[src/rtl/slc3_input_conditioner_pkg.sv]
// Shared types for the slc3 board front end: per-button debounce state and
// the held/released decode used by the debounce channels.
package lc3b_types;

   typedef enum logic [1:0] {
      RELEASED    = 2'd0,
      PRESS_CHK   = 2'd1,
      PRESSED     = 2'd2,
      RELEASE_CHK = 2'd3
   } btn_state_t;

   localparam int SW_WIDTH = 16;

   // A button counts as held until its release has been fully qualified.
   function automatic logic btn_is_held(input btn_state_t s);
      return (s == PRESSED) || (s == RELEASE_CHK);
   endfunction

endpackage

[src/rtl/slc3_input_conditioner_debounce.sv]
// One pushbutton channel: synchronizer, debounce FSM with qualification counter,
// and registered level / single-cycle press-pulse outputs.
//
// state       | meaning
// RELEASED    | button accepted as released, level 0
// PRESS_CHK   | sync low seen, counting stable-low cycles before accepting press
// PRESSED     | button accepted as held, level 1
// RELEASE_CHK | sync high seen, counting stable-high cycles before accepting release
module button_debounce_channel
   import lc3b_types::*;
#(
   parameter int DEBOUNCE_CYCLES = 50000,
   parameter int SYNC_STAGES     = 2
) (
   input  logic i_clk,
   input  logic i_rst,
   input  logic i_btn_n,
   output logic o_level,
   output logic o_pulse
);

   localparam int CNT_W = $clog2(DEBOUNCE_CYCLES + 1);
   localparam logic [CNT_W-1:0] CNT_TC = CNT_W'(DEBOUNCE_CYCLES - 1);

   logic [SYNC_STAGES-1:0] r_sync;
   logic                   w_sync_n;
   btn_state_t             r_state;
   btn_state_t             w_state_nxt;
   logic [CNT_W-1:0]       r_cnt;
   logic [CNT_W-1:0]       w_cnt_nxt;
   logic                   w_cnt_tc;
   logic                   r_level;
   logic                   r_pulse;
   logic                   w_level_nxt;
   logic                   w_pulse_nxt;

   // Synchronizer idles at 1 so reset looks like a released button.
   always_ff @(posedge i_clk or posedge i_rst) begin
      if (i_rst) begin
         r_sync <= '1;
      end else begin
         r_sync <= {r_sync[SYNC_STAGES-2:0], i_btn_n};
      end
   end

   assign w_sync_n = r_sync[SYNC_STAGES-1];
   assign w_cnt_tc = (r_cnt == CNT_TC);

   always_ff @(posedge i_clk or posedge i_rst) begin
      if (i_rst) begin
         r_state <= RELEASED;
         r_cnt   <= '0;
         r_level <= 1'b0;
         r_pulse <= 1'b0;
      end else begin
         r_state <= w_state_nxt;
         r_cnt   <= w_cnt_nxt;
         r_level <= w_level_nxt;
         r_pulse <= w_pulse_nxt;
      end
   end

   // The counter only advances inside a CHK state and leaves before reaching
   // DEBOUNCE_CYCLES, so it can never wrap.
   always_comb begin
      w_state_nxt = r_state;
      w_cnt_nxt   = r_cnt;
      case (r_state)
         RELEASED: begin
            if (!w_sync_n) begin
               w_state_nxt = PRESS_CHK;
               w_cnt_nxt   = '0;
            end
         end
         PRESS_CHK: begin
            if (w_sync_n) begin
               w_state_nxt = RELEASED;
            end else if (w_cnt_tc) begin
               w_state_nxt = PRESSED;
            end else begin
               w_cnt_nxt = r_cnt + CNT_W'(1);
            end
         end
         PRESSED: begin
            if (w_sync_n) begin
               w_state_nxt = RELEASE_CHK;
               w_cnt_nxt   = '0;
            end
         end
         RELEASE_CHK: begin
            if (!w_sync_n) begin
               w_state_nxt = PRESSED;
            end else if (w_cnt_tc) begin
               w_state_nxt = RELEASED;
            end else begin
               w_cnt_nxt = r_cnt + CNT_W'(1);
            end
         end
         default: begin
            w_state_nxt = RELEASED;
            w_cnt_nxt   = '0;
         end
      endcase
   end

   always_comb begin
      w_level_nxt = btn_is_held(w_state_nxt);
      w_pulse_nxt = (r_state == PRESS_CHK) && (w_state_nxt == PRESSED);
   end

   assign o_level = r_level;
   assign o_pulse = r_pulse;

endmodule

[src/rtl/slc3_input_conditioner.sv]
// Board front end for slc3: debounced Run/Continue channels plus a plain
// multi-flop synchronizer for the slide switches.
module slc3_input_conditioner
   import lc3b_types::*;
#(
   parameter int DEBOUNCE_CYCLES = 50000,
   parameter int SYNC_STAGES     = 2
) (
   input  logic                Clk,
   input  logic                Reset,
   input  logic                Run_n,
   input  logic                Continue_n,
   input  logic [SW_WIDTH-1:0] Switches_raw,
   output logic                Run_level,
   output logic                Run_pulse,
   output logic                Continue_level,
   output logic                Continue_pulse,
   output logic [SW_WIDTH-1:0] Switches_sync
);

   logic [SW_WIDTH-1:0] r_sw_sync [SYNC_STAGES];

   always_ff @(posedge Clk or posedge Reset) begin
      if (Reset) begin
         for (int i = 0; i < SYNC_STAGES; i++) begin
            r_sw_sync[i] <= '0;
         end
      end else begin
         r_sw_sync[0] <= Switches_raw;
         for (int i = 1; i < SYNC_STAGES; i++) begin
            r_sw_sync[i] <= r_sw_sync[i-1];
         end
      end
   end

   assign Switches_sync = r_sw_sync[SYNC_STAGES-1];

   // Channels take the raw active-low button and hand back active-high outputs.
   button_debounce_channel #(
      .DEBOUNCE_CYCLES (DEBOUNCE_CYCLES),
      .SYNC_STAGES     (SYNC_STAGES)
   ) u_run (
      .i_clk   (Clk),
      .i_rst   (Reset),
      .i_btn_n (Run_n),
      .o_level (Run_level),
      .o_pulse (Run_pulse)
   );

   button_debounce_channel #(
      .DEBOUNCE_CYCLES (DEBOUNCE_CYCLES),
      .SYNC_STAGES     (SYNC_STAGES)
   ) u_continue (
      .i_clk   (Clk),
      .i_rst   (Reset),
      .i_btn_n (Continue_n),
      .o_level (Continue_level),
      .o_pulse (Continue_pulse)
   );

endmodule

[config.mk]
export PLATFORM = sky130hd
export DESIGN_NAME = slc3_input_conditioner
export DESIGN_NICKNAME = d
export VERILOG_FILES = /design/src/rtl/slc3_input_conditioner_pkg.sv /design/src/rtl/slc3_input_conditioner_debounce.sv /design/src/rtl/slc3_input_conditioner.sv
export SDC_FILE = /design/constraint.sdc
export NUM_CORES = 1
export LEC_CHECK = 0
export CORE_ASPECT_RATIO = 0.5
export CORE_UTILIZATION = 31
export DETAILED_ROUTE_END_ITERATION = 16
export SYNTH_ARGS = -nofsm -noshare
export SYNTH_HDL_FRONTEND = slang
export SYNTH_HIERARCHICAL = 1
export SYNTH_SLANG_ARGS = --single-unit
[constraint.sdc]
create_clock -name Clk -period 1.7 [get_ports Clk]
set_input_delay 0.34 -clock Clk [delete_from_list [all_inputs] [get_ports Clk]]
set_output_delay 0.34 -clock Clk [all_outputs]
set_load 0.01 [all_outputs]
Word level (Yosys, flattened, before mapping):

Index checks and enable logic that the tools add are counted.

* flip-flop bits (word level): 76
* input port bits: 20
* output and inout port bits: 20
* word-level logic and storage cells: 68

* $add $sub $neg: 2
* equality and inequality tests: 20
* mux-type cells: 26
* reduce and logical (&&, ||, !) cells: 8

Operator list (count)
* two-way mux 16 bit: 10
* case mux 16 bit (4 select lines): 2
* adder 16 x 1 -> 16 bit (second input constant): 2
* equality test 16 bit (second input constant): 2
* two-way mux 2 bit: 12
* equality test 2 bit (second input constant): 8
* case mux 2 bit (4 select lines): 2
* != test 2 x 1 -> 1 bit (second input constant): 4
* != test 2 bit (second input constant): 4
* AND reduction 4 bit: 2
* equality test 2 x 1 -> 1 bit (second input constant): 2
* logical NOT 2 bit: 2
* logical AND 1 bit: 2
* logical OR 1 bit: 2

Depth between registers and ports, before layout:

* word-level depth: 6
* mapped depth: 6

Hierarchy:

Netlist, hierarchy kept.

Modules (own cells, without submodules)
* button_debounce_channel (u_continue): times used 1, cells each 116, area an instance 1148.6 µm², sequential area each 528.0 µm²
* button_debounce_channel (u_run): times used 1, cells each 110, area an instance 1121.1 µm², sequential area each 528.0 µm²
* slc3_input_conditioner: times used 1, cells each 49, area an instance 924.6 µm², sequential area each 800.8 µm²

Worst setup path before layout:

OpenSTA, ideal clock, no wires.

* kind: flip-flop to flip-flop
* from: register u_continue.r_cnt[0]
* to: register u_continue.r_cnt[0]
* setup time: 128 ps
* arrival time: 1478 ps
* setup slack: 94 ps
* stages on the path, launching flop included: 6
* period minus slack after synthesis: 1606 ps
* path through: dfrtp_1 > ha_1 > and3_1 > clkbuf_1 > a21oi_4 > mux2_1

* longest elaborated chain between the ends: 4

RTL lines
* start: declaration: line slc3_input_conditioner_debounce.sv:29 `logic [CNT_W-1:0] r_cnt;`
* start signal: assignment: line slc3_input_conditioner_debounce.sv:57 `r_cnt <= w_cnt_nxt;`
* adder 16 x 1 -> 16 bit or equality test 16 bit (tied branches): line slc3_input_conditioner_debounce.sv:81, slc3_input_conditioner_debounce.sv:96, slc3_input_conditioner_debounce.sv:47
* two-way mux 16 bit *: line slc3_input_conditioner_debounce.sv:78, slc3_input_conditioner_debounce.sv:93
* two-way mux 16 bit (on tied branches): line slc3_input_conditioner_debounce.sv:91, slc3_input_conditioner_debounce.sv:76
* case mux 16 bit (4 select lines) *: line slc3_input_conditioner_debounce.sv:68 `case (r_state)`

Mark *: on every way between the ends. The rest lies on a longest branch, timed or not. The select of a mux whose other input is x is not followed.
A chain may end at the register's enable or synchronous reset.

Final worst setup path:

* from: register u_continue.r_sync[1]
* to: register u_continue.r_cnt[15]

* longest elaborated chain between the ends: 2

RTL lines
* start: declaration: line slc3_input_conditioner_debounce.sv:25 `logic [SYNC_STAGES-1:0] r_sync;`
* start signal: assignment: line slc3_input_conditioner_debounce.sv:42 `r_sync <= {r_sync[SYNC_STAGES-2:0], i_btn_n};`
* != test 2 bit (no source line) or != test 2 x 1 -> 1 bit (tied branches)
* AND reduction 4 bit (no source line) *

Mark *: on every way between the ends. The rest lies on a longest branch, timed or not.

==> impl_metrics.json <==
{
  "clk_pin_slew_ns": 0.06,
  "drt_iter0_markers": 158,
  "period_share_pct": 94.5,
  "coreArea_um2": 9730,
  "hold_viol": 0,
  "grt_max_degree": 33,
  "synthAdderAreaFrac_pct": 0.783,
  "synth_cell_types": 52,
  "clock-sinks": 74,
  "pre_cts_ws_ns": 0.0339,
  "yosys.area_share.simple_pct": 18.3,
  "synthTopCellsByArea": "dfrtp_1, buf_4, dfstp_2",
  "io_pins": 40,
  "p_int_mw": 3.34,
  "hold_class": "reg2reg",
  "setup_ws_ns": 0.0927,
  "ys_seq_elements": 74,
  "die_area_um2": 10700,
  "worst-path-max-fanout": 6,
  "vias": 2252,
  "slew_headroom_pct": 72.6,
  "drt-total-wl_um": 6590,
  "postSynthAreaPerCell_um2": 11.6,
  "max_slew.worst_pin.slew_ns": 0.410,
  "cts_max_path_buffers": 2,
  "postLayoutCellArea_um2": 4150,
  "setup_viol": 0,
  "gp_congestion": 0.830,
  "timing.final.crit_period_ns": 1.61,
  "synth_fp_nets": 297,
  "die_y_um": 73.8,
  "combPwrFrac_pct": 7.4,
  "postRouteAntennaNets": 0,
  "synth_top_area_share_pct": 54.8,
  "cts-root-buf": "clkbuf_16",
  "fin_setup_tns_ns": 0,
  "num_rows": 25,
  "die_w_um": 146,
  "diodes": 0,
  "ctsHtreeMaxLevel": 3,
  "place_area_um2": 3770,
  "gr-total-overflow": 0,
  "grt_pass1_vias": 2328,
  "portBuffers": 39,
  "syn_inst": 275,
  "ir_worst_vdd_v": 0.000505,
  "synth_top_area_cell": "dfrtp_1",
  "outcome": "completed",
  "synthXorXnorAreaFrac_pct": 3.49,
  "syn_to_final_growth_pct": 29.9,
  "synth-edff-count": 0,
  "cp-end-kind": "flop",
  "start_kind": "flop",
  "p_seq_share_pct": 45.3,
  "synthMuxAreaShare_pct": 3.56,
  "critPathArrivalTime_ns": 1.85,
  "syn_area_um2": 3190,
  "cellPowerDensity_nw_per_um2": 1020,
  "grt_pass1_wl_um": 11300,
  "switchingPower_mw": 0.894,
  "drt-pass1-iter-count": 4,
  "cts_buffers": 9,
  "antenna_found_initial": 0,
  "p_leak_nw": 1.80,
  "initial_core_util_pct": 32.8,
  "power_frac_clock_pct": 47.3,
  "rsz0062_at_grt": "false",
  "synthFlopType": "dfrtp_1",
  "synth_top_family_by_area": "simple AND/OR/NAND/NOR gates",
  "drc": 0,
  "synth_warnings": 6,
  "maxCapViolations": 0,
  "grt_use_total_pct": 13.7,
  "drive_gt1_share_pct": 20.1,
  "final_nets": 350,
  "async_flop_share_pct": 100,
  "yosysSeqAreaShare_pct": 58.1,
  "clk_latency_ns": 0.32,
  "vias_per_cell": 4.81,
  "tritoncts": "done",
  "wl_per_cell_um": 14.1,
  "critPathKind": "reg2reg",
  "fmax_ghz": 0.622,
  "final_max_slew_viol_count": 0,
  "p_sw_share_pct": 21.1,
  "worstPathRequired_ns": 1.95,
  "final.setup_skew_ns": 0.00406,
  "synth_compound_area_share_pct": 9.32,
  "dpl.hpwl_um": 4760
}
-- registers in the layout, summed over array words and instances (netlist names) --
signal              cells
u_run/o_level           1
u_continue/r_state      1
u_run/o_pulse           1
u_run/r_sync            2
u_run/r_state           1
u_continue/o_pulse      1
u_continue/o_level      1
u_continue/r_sync       2
u_continue/r_cnt       16
r_sw_sync              16
u_run/r_cnt            16
Switches_sync          16
-- critical path, stage by stage, from the launching register on --
cell	delay [ns]
dfstp_2	0.59
xnor2_2	0.18
nand3_2	0.18
or4_1	0.42
a21oi_1	0.16
-- area by class of cell --
class                           count  area (µm²)
Multi-Input combinational cell    165        1150
Timing Repair Buffer               64         589
Tap cell                          135         169
Clock inverter                      4        73.8
Clock buffer                       12         246
Inverter                           14        52.6
Fill cell                         907        5580
Sequential cell                    74        1860
-- power by group through the flow --
stage	sequential (mW)	combinational [mW]	clock, mW
6_report	1.92	0.313	2.00
5_1_grt	1.93	0.350	2.13
4_1_cts	1.92	0.316	2.05
3_5_place_dp	1.95	0.315	0
3_3_place_gp	1.94	0.303	0
2_1_floorplan	1.93	0.188	0
-- timing repair --
| item | CTS | global route |
|---|---|---|
| setup endpoints to repair | 2 | 19 |
| buffers inserted | 2 | 1 |
| gates resized for setup | 3 | 10 |
| hold buffers | 0 | 0 |
| pin swaps | 0 | 1 |
-- logic make-up (layout without fill, tap and decap cells) --
| family | Yosys count | in the layout |
|---|---|---|
| multiplexers | 11 | 11 |
| XOR/XNOR | 8 | 8 |
| buffers and inverters | 36 | 94 |
| AND/OR/NAND/NOR | 98 | 98 |
| AO/OA/AOI/OAI | 46 | 46 |
| flip-flops | 74 | 74 |
| adder cells (fa/ha/maj) | 2 | 2 |
-- path summary, 6_finish.rpt --
kind                            cells past startpoint                  from  slack, ns              endpoint
max in group asynchronous                           3                 Reset       0.98     Switches_sync[10]
worst max register to register                      4  u_continue/r_sync[1]       0.09  u_continue/r_cnt[15]
worst max-delay path                                4  u_continue/r_sync[1]       0.09  u_continue/r_cnt[15]
worst min-delay path                                0         r_sw_sync[24]       0.35      Switches_sync[8]
worst min register to register                      0         r_sw_sync[24]       0.35      Switches_sync[8]
min in group asynchronous                           3                 Reset       0.41   u_continue/r_cnt[0]
-- cells in the mapped netlist (all sizes together), types with 4 or more instances --
cell type  count
dfrtp         70
o31ai          5
or4            6
mux2i          8
nand3         15
a21oi         11
and4           4
nor3           4
xor2           5
nand4         12
nand2         20
dfstp          4
o21ai         15
and3           6
nor2          12
or3            5
buf           19
inv           14
-- layout by cell type, fill, tap and decap left out, types with 3 or more instances in the layout --
cell | synthesis | routed
or4_1 | 6 | 6
o21ai_0 | 11 | 11
clkdlybuf4s50_1 | 0 | 38
dfrtp_1 | 70 | 65
a21oi_1 | 10 | 10
o21ai_1 | 3 | 3
buf_4 | 16 | 24
o31ai_1 | 5 | 5
nand3_1 | 14 | 13
clkbuf_16 | 0 | 9
nor3_1 | 4 | 4
nor2_1 | 10 | 10
dfstp_2 | 4 | 4
inv_1 | 14 | 14
nand4_1 | 11 | 11
a22o_1 | 3 | 3
and3_1 | 5 | 4
xor2_1 | 3 | 3
mux2i_1 | 8 | 8
nand2_1 | 19 | 19
dfrtp_2 | 0 | 5
or3_1 | 5 | 5
-- metrics by stage --
| stage | util, % | power, mW | cells | hold WS (ns) |
|---|---|---|---|---|
| 2_1_floorplan | - | 2.12 | 275 | 0.315 |
| 3_3_place_gp | 38.7 | 2.24 | 449 | 0.331 |
| 3_5_place_dp | 38.7 | 2.26 | 449 | 0.336 |
| 4_1_cts | 42.3 | 4.29 | 467 | 0.349 |
| 5_1_grt | 42.6 | 4.41 | 468 | 0.353 |
| 6_report | 42.6 | 4.23 | 468 | 0.347 |
-- layer usage --
| metal | GRT usage, % | share of wire [%] | wire [µm] | up-vias |
|---|---|---|---|---|
| li1 | - | - | - | 1077 |
| met1 | 16.3 | 46 | 3060 | 1126 |
| met2 | 23.7 | 50 | 3260 | 45 |
| met3 | 4.41 | 3.5 | 232 | 4 |
| met4 | 5.15 | 0.58 | 38 | 0 |
| met5 | 0 | 0 | 0 | - |
No activity file was read; power rests on OpenSTA's default activity.
